==> config.mk <==
export PLATFORM = sky130hd
export DESIGN_NAME = mem_access_stage
export DESIGN_NICKNAME = d
export VERILOG_FILES = /design/src/rtl/mem_access_stage.sv
export SDC_FILE = /design/constraint.sdc
export NUM_CORES = 2
export LEC_CHECK = 0
export ABC_CLOCK_PERIOD_IN_PS = 3500
export CELL_PAD_IN_SITES_DETAIL_PLACEMENT = 0
export CELL_PAD_IN_SITES_GLOBAL_PLACEMENT = 1
export CORE_UTILIZATION = 43
export CTS_CLUSTER_SIZE = 20
export DETAILED_ROUTE_END_ITERATION = 10
export PLACE_DENSITY_LB_ADDON = 0.05
export SLEW_MARGIN = 20
export SYNTH_ARGS = -nofsm -noshare
export SYNTH_HDL_FRONTEND = slang
export SYNTH_SLANG_ARGS = --single-unit
export TNS_END_PERCENT = 100
==> constraint.sdc <==
create_clock -name clk -period 3.5 [get_ports clk]
set_input_delay 0.525 -clock clk [delete_from_list [all_inputs] [get_ports clk]]
set_output_delay 0.525 -clock clk [all_outputs]
set_load 0.05 [all_outputs]
==> src/rtl/mem_access_stage.sv <==
// mem_access_stage: MEM stage of the five-stage ARM pipeline.
// Performs LDR/STR to an internal word-addressed data memory with a fixed
// wait-state latency and stalls upstream stages through freeze while busy.
// Optional feature macro: MEM_ADDR_CHECK_EN (out-of-range detection; when
// undefined the word index wraps modulo DEPTH and addr_err stays 0).
module mem_access_stage #(
   parameter int          DEPTH       = 64,
   parameter int          WAIT_CYCLES = 4,
   parameter logic [31:0] BASE_ADDR   = 32'd1024
) (
   input  logic        clk,
   input  logic        rst,
   input  logic        mem_r_en,
   input  logic        mem_w_en,
   input  logic        wb_en_in,
   input  logic [3:0]  dest_in,
   input  logic [31:0] alu_res,
   input  logic [31:0] val_rm,
   output logic        wb_en_out,
   output logic [3:0]  dest_out,
   output logic [31:0] alu_res_out,
   output logic [31:0] mem_result,
   output logic        ready,
   output logic        freeze,
   output logic        addr_err
);
   localparam int AW = $clog2(DEPTH);

   typedef enum logic [1:0] {IDLE, BUSY, DONE} state_t;

   state_t        state_reg;
   logic [3:0]    cnt_reg;
   logic [31:0]   mem [DEPTH];

   logic          req;
   logic [31:0]   offset;
   logic [AW-1:0] idx;
   logic          in_range;
   logic          finish;
   logic          do_write;

   assign req    = mem_r_en | mem_w_en;
   assign offset = alu_res - BASE_ADDR;
   // Low byte-lane bits are dropped; the low AW word bits select the entry.
   assign idx    = AW'(offset >> 2);

`ifdef MEM_ADDR_CHECK_EN
   assign in_range = (alu_res >= BASE_ADDR) && ((offset >> 2) < 32'(DEPTH));
`else
   assign in_range = 1'b1;
`endif

   // Last BUSY cycle: the access commits on the edge that ends it.
   assign finish   = (state_reg == BUSY) && (cnt_reg == 4'(WAIT_CYCLES));
   // Reset wins over a pending write, so an aborted store never lands.
   assign do_write = finish && mem_w_en && in_range && !rst;

   // Instruction sideband passes straight through with no delay.
   assign wb_en_out   = wb_en_in;
   assign dest_out    = dest_in;
   assign alu_res_out = alu_res;

   // The stage may release its instruction when idle with no request or
   // in the DONE cycle; otherwise everything upstream is stalled.
   assign ready  = (state_reg == DONE) || ((state_reg == IDLE) && !req);
   assign freeze = ~ready;

   // Data memory write port; contents survive reset.
   always_ff @(posedge clk) begin
      if (do_write) begin
         mem[idx] <= val_rm;
      end
   end

   // Access sequencer: IDLE -> BUSY (WAIT_CYCLES cycles) -> DONE -> IDLE,
   // with load data and the address flag registered on the BUSY->DONE edge.
   always_ff @(posedge clk) begin
      if (rst) begin
         state_reg  <= IDLE;
         cnt_reg    <= 4'd0;
         mem_result <= 32'd0;
         addr_err   <= 1'b0;
      end else begin
         case (state_reg)
            IDLE: begin
               addr_err <= 1'b0;
               if (req) begin
                  state_reg <= BUSY;
                  cnt_reg   <= 4'd1;
               end
            end
            BUSY: begin
               if (finish) begin
                  state_reg <= DONE;
                  cnt_reg   <= 4'd0;
                  addr_err  <= ~in_range;
                  if (mem_w_en) begin
                     // A combined read+write request is a store that
                     // reports zero as its load data.
                     if (mem_r_en) begin
                        mem_result <= 32'd0;
                     end
                  end else begin
                     mem_result <= in_range ? mem[idx] : 32'd0;
                  end
               end else begin
                  cnt_reg <= cnt_reg + 4'd1;
               end
            end
            DONE: begin
               // Pipeline advances on this edge, so no re-issue check.
               state_reg <= IDLE;
               addr_err  <= 1'b0;
            end
            default: begin
               state_reg <= IDLE;
               cnt_reg   <= 4'd0;
            end
         endcase
      end
   end
endmodule

# Word level (Yosys, flattened, before mapping)
# Memories as Yosys holds them, arrays and structs flattened.
# Index checks and enable logic that the tools add are counted.
[word_totals] reg_bits=39 ram_bits=2048 inputBits=73 wordCells=42 mem_count=1
[classes] add_sub_neg=2 eq_ne=6 muxes=12 n_bitwise=3 reduce_logical=14
[memory_table] memory="mem" words=64 word_bits=32 rd=1 rd_ports_with_merged_regs=0 wr=1 line="33" rtl="logic [31:0] mem [DEPTH];"
[ops] operator="$mux W32" n=2
[ops] operator="$pmux W4 S3" n=1
[ops] operator="$mux W4" n=2
[ops] operator="$sub A8 B1 Y8 const B" n=1
[ops] operator="$ne A2 B2 Y1 const B" n=3
[ops] operator="$reduce_and A2 Y1" n=3
[ops] operator="$add A4 B1 Y4 const B" n=1
[ops] operator="$eq A4 B3 Y1 const B" n=1
[ops] operator="$logic_and A1 B1 Y1" n=4
[ops] operator="$mux W2" n=2
[ops] operator="$pmux W2 S2" n=1
[ops] operator="$mux W1" n=3
[ops] operator="$reduce_and A3 Y1" n=1
[ops] operator="$eq A2 B1 Y1 const B" n=1
[ops] operator="$eq A2 B2 Y1 const B" n=1
[ops] operator="$logic_not A1 Y1" n=2
[ops] operator="$logic_not A2 Y1" n=1
[ops] operator="$not A1 Y1" n=2
[ops] operator="$pmux W1 S2" n=1
[ops] operator="$reduce_bool A2 Y1" n=1
[ops] operator="$reduce_or A2 Y1" n=1
[ops] operator="$logic_or A1 B1 Y1" n=1
[ops] operator="$or A1 B1 Y1" n=1

# Longest topological paths before layout
[logic_depth] depth_word=6 mapped_depth=11 ltp_nobuf=8

# Worst setup path before layout
# OpenSTA, ideal clock, no wires.
[synth_path] path_type="input to register" from="in alu_res[4]" to="mem mem[32][0], enable pin" setup_ns=0.421 arrival_time_ns=3.093 t_required_ns=3.079 slack_ns=-0.014 path_stages=9 path_buffers=6 path_cell_list="buf_6 > buf_6 > buf_6 > buf_4 > buf_2 > buf_2 > nor2_1 > nand2_1 > nor2_1"
[synth_between] elab_chain_cells=1
[synth_lines] element="from (decl)" line="17" rtl="input logic [31:0] alu_res,"
[synth_lines] element="$sub A8 B1 Y8" line="43" rtl="assign offset = alu_res - BASE_ADDR;"
[synth_lines] element="to (decl)" line="33"
# Every way passes these cells.

# Final worst setup path
[layout_path] from="reg cnt_reg[0]" to="mem mem[46][13], enable pin"
[layout_between] elab_chain_cells=6
[layout_lines] element="from (decl)" line="32" rtl="logic [3:0] cnt_reg;"
[layout_lines] element="from (signal assigned)" line="107" rtl="cnt_reg <= cnt_reg + 4'd1;"
[layout_lines] element="$eq A4 B3 Y1" line="54" rtl="assign finish = (state_reg == BUSY) && (cnt_reg == 4'(WAIT_CYCLES));"
[layout_lines] element="$logic_and A1 B1 Y1" line="54"
[layout_lines] element="$logic_and A1 B1 Y1 (2 in series)" line="56" rtl="assign do_write = finish && mem_w_en && in_range && !rst;"
[layout_lines] element="$mux W1" line="70" rtl="if (do_write) begin"
[layout_lines] element="$mux W1 (implied by the code)" line="71" rtl="mem[idx] <= val_rm;"
# Every way passes these cells.

==> results.sh <==
export IMPL_vias=47893
export IMPL_core_area_mm2=0.183
export IMPL_cts_hold_fix_buffers=0
export IMPL_portBuffers=81
export IMPL_firstDrtPassIters=5
export IMPL_synth_area_per_cell_um2=17.4
export IMPL_ys_ff_latch=2086
export IMPL_place_inst=7236
export IMPL_status="completed"
export IMPL_synthAdderAreaFrac_pct=0.0315
export IMPL_cp_required_ns=3.96
export IMPL_wirelength_mm=275
export IMPL_rsz0062_at_grt="false"
export IMPL_slew_headroom_pct=21.4
export IMPL_multiInputGateArea_mm2=0.0158
export IMPL_setup_violations=0
export IMPL_post_cts_buffers=0
export IMPL_worst_slack_ns=0.424
export IMPL_final_nets=5065
export IMPL_cts_tree="done"
export IMPL_synthTopCellsByCount="edfxtp_1 (2048), a22oi_1 (526), o22ai_1 (231)"
export IMPL_place_gp_congestion=0.855
export IMPL_grt_max_degree=71
export IMPL_synth_area_top_cells="edfxtp_1 (77%), a22oi_1 (5.0%), a221oi_1 (2.4%)"
export IMPL_gr_total_overflow=0
export IMPL_io_pins=145
export IMPL_antenna_found_initial=8
export IMPL_finalMaxSlewViolations=0
export IMPL_detail_route_wl_per_cell_um=36.0
export IMPL_grt_pass1_wl_mm=380
export IMPL_start_util_pct=43.4
export IMPL_synthSimpleGateAreaFrac_pct=2.53
export IMPL_hpwl_mm=175
export IMPL_path_class="reg2reg"
export IMPL_htreeDepth=4
export IMPL_synth_distinct_cells=72
export IMPL_fin_cells=7642
export IMPL_clk_pin_slew_ns=0.06
export IMPL_synth_compound_area_share_pct=13.2
export IMPL_worstHoldPathType="in2reg"
export IMPL_drtIter0Drc=5402
export IMPL_critPathMaxFanout=20
export IMPL_register_area_mm2=0.0623
export IMPL_p_int_mw=41.4
export IMPL_post_synth_top_count_cell="edfxtp_1"
export IMPL_fmax_ghz=0.325
export IMPL_cp_start_kind="register"
export IMPL_grt_usage_pct=29.3
export IMPL_synth_flop_cell="edfxtp_1"
export IMPL_final_hold_viol_count=0
export IMPL_synthXorXnorAreaFrac_pct=0
export IMPL_grt_pass1_vias=46742
export IMPL_area_growth_pct=18.6
export IMPL_via_per_inst=6.27
export IMPL_die_w_um=432
export IMPL_cp_end_kind="register"
export IMPL_timing_final_crit_period_ns=3.08
export IMPL_rows=157
export IMPL_drc_errors=0
export IMPL_combPwrFrac_pct=5.6
export IMPL_period_share_pct=87.9
export IMPL_ir_drop_v=0.000454
export IMPL_pwr_share_clk_pct=42.8
export IMPL_synth_warning_count=0
export IMPL_drtAntennaViolNets=0
export IMPL_die_y_um=432
export IMPL_syn_inst=4578
export IMPL_clk_latency_ns=0.86
export IMPL_power_switching_share_pct=22.0
export IMPL_synth_top_family_by_area="compound AO/OA/AOI/OAI gates"
export IMPL_yosysTopAreaCell="edfxtp_1"
export IMPL_worst_ep_arrival_time_ns=3.54
export IMPL_seq_power_share_pct=51.6
export IMPL_fin_skew_ns=0.0321
export IMPL_synth_edf_count=2048
export IMPL_drv_cap=0
export IMPL_drive_gt1_share_pct=20.8
export IMPL_root_buffer="clkbuf_16"
export IMPL_n_fill_cell=15084
export IMPL_worst_slew_pin_slew_ns=1.18
export IMPL_whs_ns=0.0667
export IMPL_largest_reg_flops=2048
export IMPL_cts_inserted_buffers=215
export IMPL_switchingPower_mw=11.7
export IMPL_powerDensity_mw_per_mm2=563
export IMPL_p_leak_nw=29.7
export IMPL_synth_nets=4653
export IMPL_cts_resized=0
export IMPL_syn_cell_area_mm2=0.0795
export IMPL_die_area_mm2=0.187
export IMPL_dpl_worst_slack_ns=-0.274
export IMPL_netlist_area_leader_share_pct=77.3
export IMPL_cts_sinks=2086
export IMPL_yosysSeqAreaShare_pct=78.3
export IMPL_muxShareOfSynthArea_pct=3.33
export IMPL_cts_buffer_depth=3
export IMPL_async_reset_ff_share_pct=0
stage by stage:
step	instance area (um2)	utilization, %	power [mW]	TNS [ns]
6_report	94300	51.5	53.1	0
5_1_grt	94300	51.4	54.5	0
4_1_cts	94300	51.4	53.5	0
3_5_place_dp	87300	47.6	30.9	-0.759
3_3_place_gp	87300	47.6	30.9	-0.834
2_1_floorplan	79500	-	29.3	-4.72
power by group through the flow:
| stage | clock (mW) | combinational [mW] | sequential, mW |
|---|---|---|---|
| 6_report | 22.7 | 2.96 | 27.4 |
| 5_1_grt | 24.0 | 3.10 | 27.4 |
| 4_1_cts | 23.1 | 2.98 | 27.4 |
| 3_5_place_dp | 0 | 2.97 | 27.9 |
| 2_1_floorplan | 0 | 1.38 | 28.0 |
| 3_3_place_gp | 0 | 2.96 | 27.9 |
path summary, 6_finish.rpt:
check | slack, ns | startpoint | depth (start not counted) | end
setup / recovery | 0.42 | cnt_reg[0] | 11 | mem[46][13]
hold / removal | 0.07 | val_rm[30] | 1 | mem[8][30]
setup reg to reg | 0.42 | cnt_reg[0] | 11 | mem[46][13]
hold reg to reg | 0.49 | mem_result[9] | 2 | mem_result[9]
final cells by class:
| class | count | share of cell area, % |
|---|---|---|
| Antenna cell | 3 | 0.00796 |
| Clock buffer | 276 | 6.14 |
| Clock inverter | 126 | 1.23 |
| Inverter | 7 | 0.0385 |
| Multi-Input combinational cell | 2093 | 16.8 |
| Sequential cell | 2086 | 66.0 |
| Tap cell | 2464 | 3.27 |
| Timing Repair Buffer | 587 | 6.53 |
critical path: stages, from the launching register on:
cell and delay (ns):
dfxtp_1 0.32, inv_1 0.09, ha_1 0.16, nand3b_1 0.21
nor3_1 0.21, buf_4 0.20, nand2_1 0.14, nor2_1 0.21
nand2_1 0.30, buf_4 0.28, nor2_4 0.08, buf_4 0.44
cells by family after synthesis:
kind of cell / Yosys count
buffers and inverters: 399
and+or+nand+nor: 433
DFF: 2086
adders and majority gates: 2
muxes: 235
AOI/OAI and AO/OA: 1422
other: 1
routing by layer:
metal,vias up,track usage (%),share of wire [%]
li1,20005,-,-
met1,25563,40.3,42
met2,1902,48.1,48
met3,421,3.71,5.9
met4,2,10.7,3.9
met5,-,0,0.0051
cells in the final DEF (no fill, tap or decap), types with 29 or more instances in the layout:
cell / count
clkbuf_16: 217
buf_4: 374
nor2_4: 67
clkbuf_1: 45
a22o_1: 43
o21ai_0: 86
o221ai_1: 29
mux2_2: 108
clkinv_1: 45
buf_2: 30
mux2i_1: 114
a21oi_1: 90
nor3_1: 41
a22oi_1: 526
dfxtp_1: 38
buf_12: 136
clkinv_2: 44
nor2_1: 94
a221oi_1: 220
clkdlybuf4s50_1: 44
edfxtp_1: 2048
nand2_1: 113
a221o_1: 38
o22ai_1: 231
(Power assumes the default switching activity.)
